**config.mk**
```make
export PLATFORM = sky130hd
export DESIGN_NAME = calculator
export DESIGN_NICKNAME = d
export VERILOG_FILES = /design/src/rtl/calculator.sv
export SDC_FILE = /design/constraint.sdc
export NUM_CORES = 1
export LEC_CHECK = 0
export CAP_MARGIN = 5
export CORE_MARGIN = 1
export CORE_UTILIZATION = 47
export CTS_CLUSTER_SIZE = 24
export DETAILED_ROUTE_END_ITERATION = 6
export GPL_TIMING_DRIVEN = 0
export HOLD_SLACK_MARGIN = 0.1
export PLACE_DENSITY = 0.78
export SYNTH_ARGS = -nofsm -noshare
export SYNTH_HDL_FRONTEND = slang
export SYNTH_SLANG_ARGS = --single-unit
```
**constraint.sdc**
```tcl
create_clock -name clk -period 1.15 [get_ports clk]
set_clock_uncertainty 0.2 [all_clocks]
set_input_delay 0.345 -clock clk [delete_from_list [all_inputs] [get_ports clk]]
set_output_delay 0.345 -clock clk [all_outputs]
set_load 0.03 [all_outputs]
```
**src/rtl/calculator.sv**
```systemverilog
// Single-cycle registered ALU: add, subtract, AND and OR on unsigned operands.
// The result is WIDTH+1 bits wide, and zero/neg flags are registered alongside it.
module calculator #(
    parameter int unsigned WIDTH = 4
) (
    input  logic             clk,
    input  logic             rst,
    input  logic [WIDTH-1:0] A,
    input  logic [WIDTH-1:0] B,
    input  logic [1:0]       Op,
    input  logic             in_valid,
    output logic [WIDTH:0]   Result,
    output logic             out_valid,
    output logic             zero,
    output logic             neg
);

    typedef enum logic [1:0] {
        OP_ADD = 2'b00,
        OP_SUB = 2'b01,
        OP_AND = 2'b10,
        OP_OR  = 2'b11
    } op_t;

    op_t            op_sel;
    logic [WIDTH:0] next_result;
    logic           next_neg;

    always_comb begin
        op_sel      = op_t'(Op);
        next_result = '0;
        next_neg    = 1'b0;
        case (op_sel)
            OP_ADD: next_result = {1'b0, A} + {1'b0, B};
            OP_SUB: begin
                // WIDTH+1-bit wraparound makes the top bit the borrow, i.e. A < B
                next_result = {1'b0, A} - {1'b0, B};
                next_neg    = (A < B);
            end
            OP_AND: next_result = {1'b0, A & B};
            OP_OR:  next_result = {1'b0, A | B};
            default: begin
                next_result = '0;
                next_neg    = 1'b0;
            end
        endcase
    end

    always_ff @(posedge clk or posedge rst) begin
        if (rst) begin
            Result    <= '0;
            out_valid <= 1'b0;
            zero      <= 1'b1;
            neg       <= 1'b0;
        end else begin
            out_valid <= in_valid;
            if (in_valid) begin
                Result <= next_result;
                zero   <= (next_result == '0);
                neg    <= next_neg;
            end
        end
    end

endmodule

```
After elaboration in Yosys (flattened, before gate mapping)
Index checks and enable logic that the tools add are counted.
Widths: inputs -> output; s select.
- bitwise operators: 2
- add/subtract/negate cells: 2
- reduce and logical (&&, ||, !) cells: 2
- magnitude comparators: 1
- equal/unequal tests: 3
- muxes and demuxes: 2
- operators by type and width (cell ; number):
    $pmux 5 s4 ; 1
    $add 4x4->5 ; 1
    $logic_not 5->1 ; 1
    $sub 4x4->5 ; 1
    $and 4x4->4 ; 1
    $eq 2x2->1 const B ; 2
    $lt 4x4->1 ; 1
    $or 4x4->4 ; 1
    $eq 2x1->1 const B ; 1
    $logic_not 2->1 ; 1
    $mux 1 ; 1
- output and inout bits: 8
- input port bits: 13
- register bits after elaboration: 8

Depth between registers and ports, before layout
- depth after elaboration: 3
- mapped depth: 9
- depth with buffers taken out: 9

Least setup slack after synthesis
Ideal clock, no wire load.
- path kind: input -> register
- start point: input A[0]
- end point: register zero
- path buffers: 0
- slack: -0.904 ns
- setup time: 0.079 ns
- data arrival time: 1.776 ns
- cell stages on the path: 8
- path through: inv_1 ha_1 inv_1 fa_1 a21oi_2 o21bai_1 a221o_1 a41o_1
- longest elaborated chain between the ends: 3
- ends and longest elaborated chain (element ; RTL line ; source):
    start: declaration ; 8 ; input logic [WIDTH-1:0] A,
    $sub 4x4->5, or another cell as far along ; 37 ; next_result = {1'b0, A} - {1'b0, B};
    $pmux 5 s4 * ; 33 ; case (op_sel)
    $logic_not 5->1 * ; 59 ; zero <= (next_result == '0);
    end signal: assignment ; 59 ;
    end: declaration ; 14 ; output logic zero,
Mark *: on every way between the ends. The rest lies on a longest branch, timed or not.
A chain may end at the register's enable or synchronous reset.

Worst setup path in the final report
Same ends and word-level chain as after synthesis.

==> load_flow_metrics.sql <==
INSERT INTO impl_metrics (metric_group, metric, value, unit) VALUES
('status', 'status', 'finished, violations left', ''),
('status', 'failed_checks', 'negative setup slack', ''),
('synthesis', 'syn-cell-area', '762', 'µm²'),
('synthesis', 'synth-edff-count', '0', ''),
('cts', 'holdBufCountCts', '0', ''),
('critical_path', 'timing_worst_setup_path_type', 'in -> reg', ''),
('synthesis', 'synth_cell_type_count', '31', ''),
('synthesis', 'synth_top_cells_by_area', 'sky130_fd_sc_hd__dfrtp_1, sky130_fd_sc_hd__ha_1, sky130_fd_sc_hd__inv_1', ''),
('global_routing', 'global_route_wire_length_before_repair', '3.46', 'mm'),
('cts', 'clk_root_buffer_cell', 'sky130_fd_sc_hd__clkbuf_4', ''),
('synthesis', 'synth-seq-area-share', '0.264', ''),
('min_path', 'timing.hold.worst.class', 'in -> async', ''),
('detailed_routing', 'routed_wire_length_per_instance', '15.5', 'µm'),
('final_layout', 'antenna-diode-count', '0', ''),
('critical_path', 'worst_path_arrival_time', '1950', 'ps'),
('cts', 'clock_path_buffers', '2', ''),
('critical_path', 'crit_required', '1140', 'ps'),
('critical_path', 'crit_path_max_incr_delay', '540', 'ps'),
('global_routing', 'grtUsageTotal', '0.262', ''),
('power_and_ir_drop', 'report.power.total', '0.00113', 'W'),
('detailed_routing', 'postRouteAntennaNets', '0', ''),
('final_layout', 'post_layout_nonfiller_instances', '135', ''),
('floorplanning', 'initial_utilization', '0.506', ''),
('sta', 'finalCritPeriodShare', '1.71', ''),
('synthesis', 'netlist_top_cells_count', 'sky130_fd_sc_hd__inv_1, sky130_fd_sc_hd__ha_1, sky130_fd_sc_hd__dfrtp_1', ''),
('detailed_routing', 'detailroute.via_count', '736', ''),
('synthesis', 'synth-seq-cells', '8', ''),
('floorplanning', 'die_width', '42.3', 'µm'),
('critical_path', 'crit_family', 'adder cells', ''),
('floorplanning', 'floorplan.io_pins', '21', ''),
('sta', 'grt_setup_unrepaired', 'true', ''),
('cts', 'clock_tree.htree_level_count', '1', ''),
('sta', 'max_slew.worst_pin.slew', '307', 'ps'),
('critical_path', 'timing.critical_path.fanout_max', '2', ''),
('sta', 'achievable-frequency', '0.510', 'GHz'),
('cts', 'clock_tree_from_tritoncts', 'yes', ''),
('critical_path', 'crit_buf_inv', '4', ''),
('sta', 'final-max-slew-violation-count', '0', ''),
('synthesis', 'synth-async-reset-ratio', '1.00', ''),
('sta', 'final.hold.worst_slack', '149', 'ps'),
('place', 'gp_congestion', '0.834', ''),
('sta', 'totalNegativeSetupSlack', '-5400', 'ps'),
('synthesis', 'synth_most_common_cell', 'sky130_fd_sc_hd__inv_1', ''),
('place', 'detailedPlacementHpwl', '1.29', 'mm'),
('sta', 'setup_viol', '15', ''),
('synthesis', 'synth_area_leader_cell', 'sky130_fd_sc_hd__dfrtp_1', ''),
('detailed_routing', 'drtIter0Drc', '29', ''),
('final_layout', 'post_route_cells_drive_above_1_share', '0.479', ''),
('global_routing', 'grt_start_max_net_pins', '11', ''),
('detailed_routing', 'drc', '0', ''),
('final_layout', 'final_net_count', '147', ''),
('sta', 'min_period', '1960', 'ps'),
('global_routing', 'antenna_found_initial', '0', ''),
('cts', 'clock_pin_slew_of_the_registers_on_the_worst_case_setup_and_hold_paths', '60', 'ps'),
('sta', 'finalWorstSetupSlack', '-811', 'ps'),
('floorplanning', 'die_area', '0.00179', 'mm²'),
('detailed_routing', 'detailed_routing_iteration_count_for_the_pre_antenna_repair_pass', '5', ''),
('synthesis', 'synth_largest_type_area_fraction', '0.230', ''),
('power_and_ir_drop', 'power.leakage', '0.569', 'nW'),
('synthesis', 'syn_nets', '112', ''),
('sta', 'slew-limit-headroom', '0.795', ''),
('critical_path', 'cp_most_frequent_cell', 'sky130_fd_sc_hd__inv_2', ''),
('floorplanning', 'core', '0.00151', 'mm²'),
('synthesis', 'instance_count_of_the_mapped_netlist', '85', ''),
('global_routing', 'globalRouteOverflowTotal', '0', ''),
('final_layout', 'post-route-util', '0.815', ''),
('synthesis', 'ys_dominant_reg_cell', 'sky130_fd_sc_hd__dfrtp_1', ''),
('power_and_ir_drop', 'max-vdd-ir-drop', '0.495', 'mV'),
('synthesis', 'synthesized_area_divided_by_synthesized_cell_count', '8.96', 'µm²'),
('cts', 'clock_sinks', '8', ''),
('sta', 'hold_viol_final', '0', '');
## path summary, 6_finish.rpt
| path | to | from | cells past startpoint | slack [ps] |
|---|---|---|---|---|
| setup reg to reg | Result[2]$_DFFE_PP0P_ | Result[2]$_DFFE_PP0P_ | 2 | 50 |
| hold / removal | Result[0]$_DFFE_PP0P_ | rst | 2 | 150 |
| min in group clk | out_valid$_DFF_PP0_ | in_valid | 1 | 160 |
| setup / recovery | zero$_DFFE_PP1P_ | A[0] | 8 | -810 |
| max in group asynchronous | zero$_DFFE_PP1P_ | rst | 2 | 310 |
| hold reg to reg | neg$_DFFE_PP0P_ | neg$_DFFE_PP0P_ | 2 | 350 |
## timing repair
action / 4_1_cts / 5_1_grt
setup buffers: 8 / 3
resized for setup: 116 / 2
gates cloned: 0 / 0
setup endpoints to repair: 15 / 15
pin swaps: 11 / 7
## power breakdown
| part | leakage (nW) | switching, W | internal [W] | total (W) |
|---|---|---|---|---|
| clock network | 0.0150 | 0.000103 | 0.000133 | 0.000237 |
| registers | 0.0943 | 0.0000244 | 0.000316 | 0.000341 |
| logic | 0.459 | 0.000275 | 0.000273 | 0.000548 |
## layout by cell type (no fill, tap or decap), types with 4 or more instances in the layout
cell | netlist | final
sky130_fd_sc_hd__nor2_1 | 6 | 6
sky130_fd_sc_hd__inv_1 | 14 | 7
sky130_fd_sc_hd__inv_2 | 3 | 7
sky130_fd_sc_hd__ha_1 | 12 | 6
sky130_fd_sc_hd__buf_6 | 0 | 10
sky130_fd_sc_hd__nand2_1 | 5 | 4
sky130_fd_sc_hd__ha_4 | 0 | 5
sky130_fd_sc_hd__buf_4 | 0 | 11
sky130_fd_sc_hd__dfrtp_1 | 7 | 7
sky130_fd_sc_hd__o21bai_1 | 4 | 4
## metrics by stage
step / setup slack (ps) / cell area, µm²
after floorplan: -826 / 793
after global placement: -1570 / 1010
after detailed placement: -1580 / 1010
after CTS: -789 / 1210
after global routing: -840 / 1230
final: -811 / 1230
## area by class of cell
type / count / area [µm²]
buffer: 2 / 25.0
clock buffer: 4 / 26.3
fill: 103 / 279
inverter: 17 / 82.6
multi-input combinational: 58 / 591
sequential: 8 / 201
tap: 16 / 20.0
timing repair buffer: 30 / 282
## cells by family after synthesis
logic type | synth area share
AOI/OAI and AO/OA | 0.189
buffers and inverters | 0.0952
and+or+nand+nor | 0.120
adders and majority gates | 0.250
DFF | 0.264
muxes | 0.0591
xor gates and xnor gates | 0.0230
## sequential cells by signal, summed over array words and instances, names as in the netlist
register	flops
Result	5
out_valid	1
zero	1
neg	1
## metal layers
layer | share of wire | track usage | vias up
li1 | - | - | 353
met1 | 0.39 | 0.277 | 351
met2 | 0.56 | 0.505 | 26
met3 | 0.035 | 0.0302 | 6
met4 | 0.021 | 0.119 | 0
met5 | 0 | 0 | -
(Power assumes the default switching activity.)
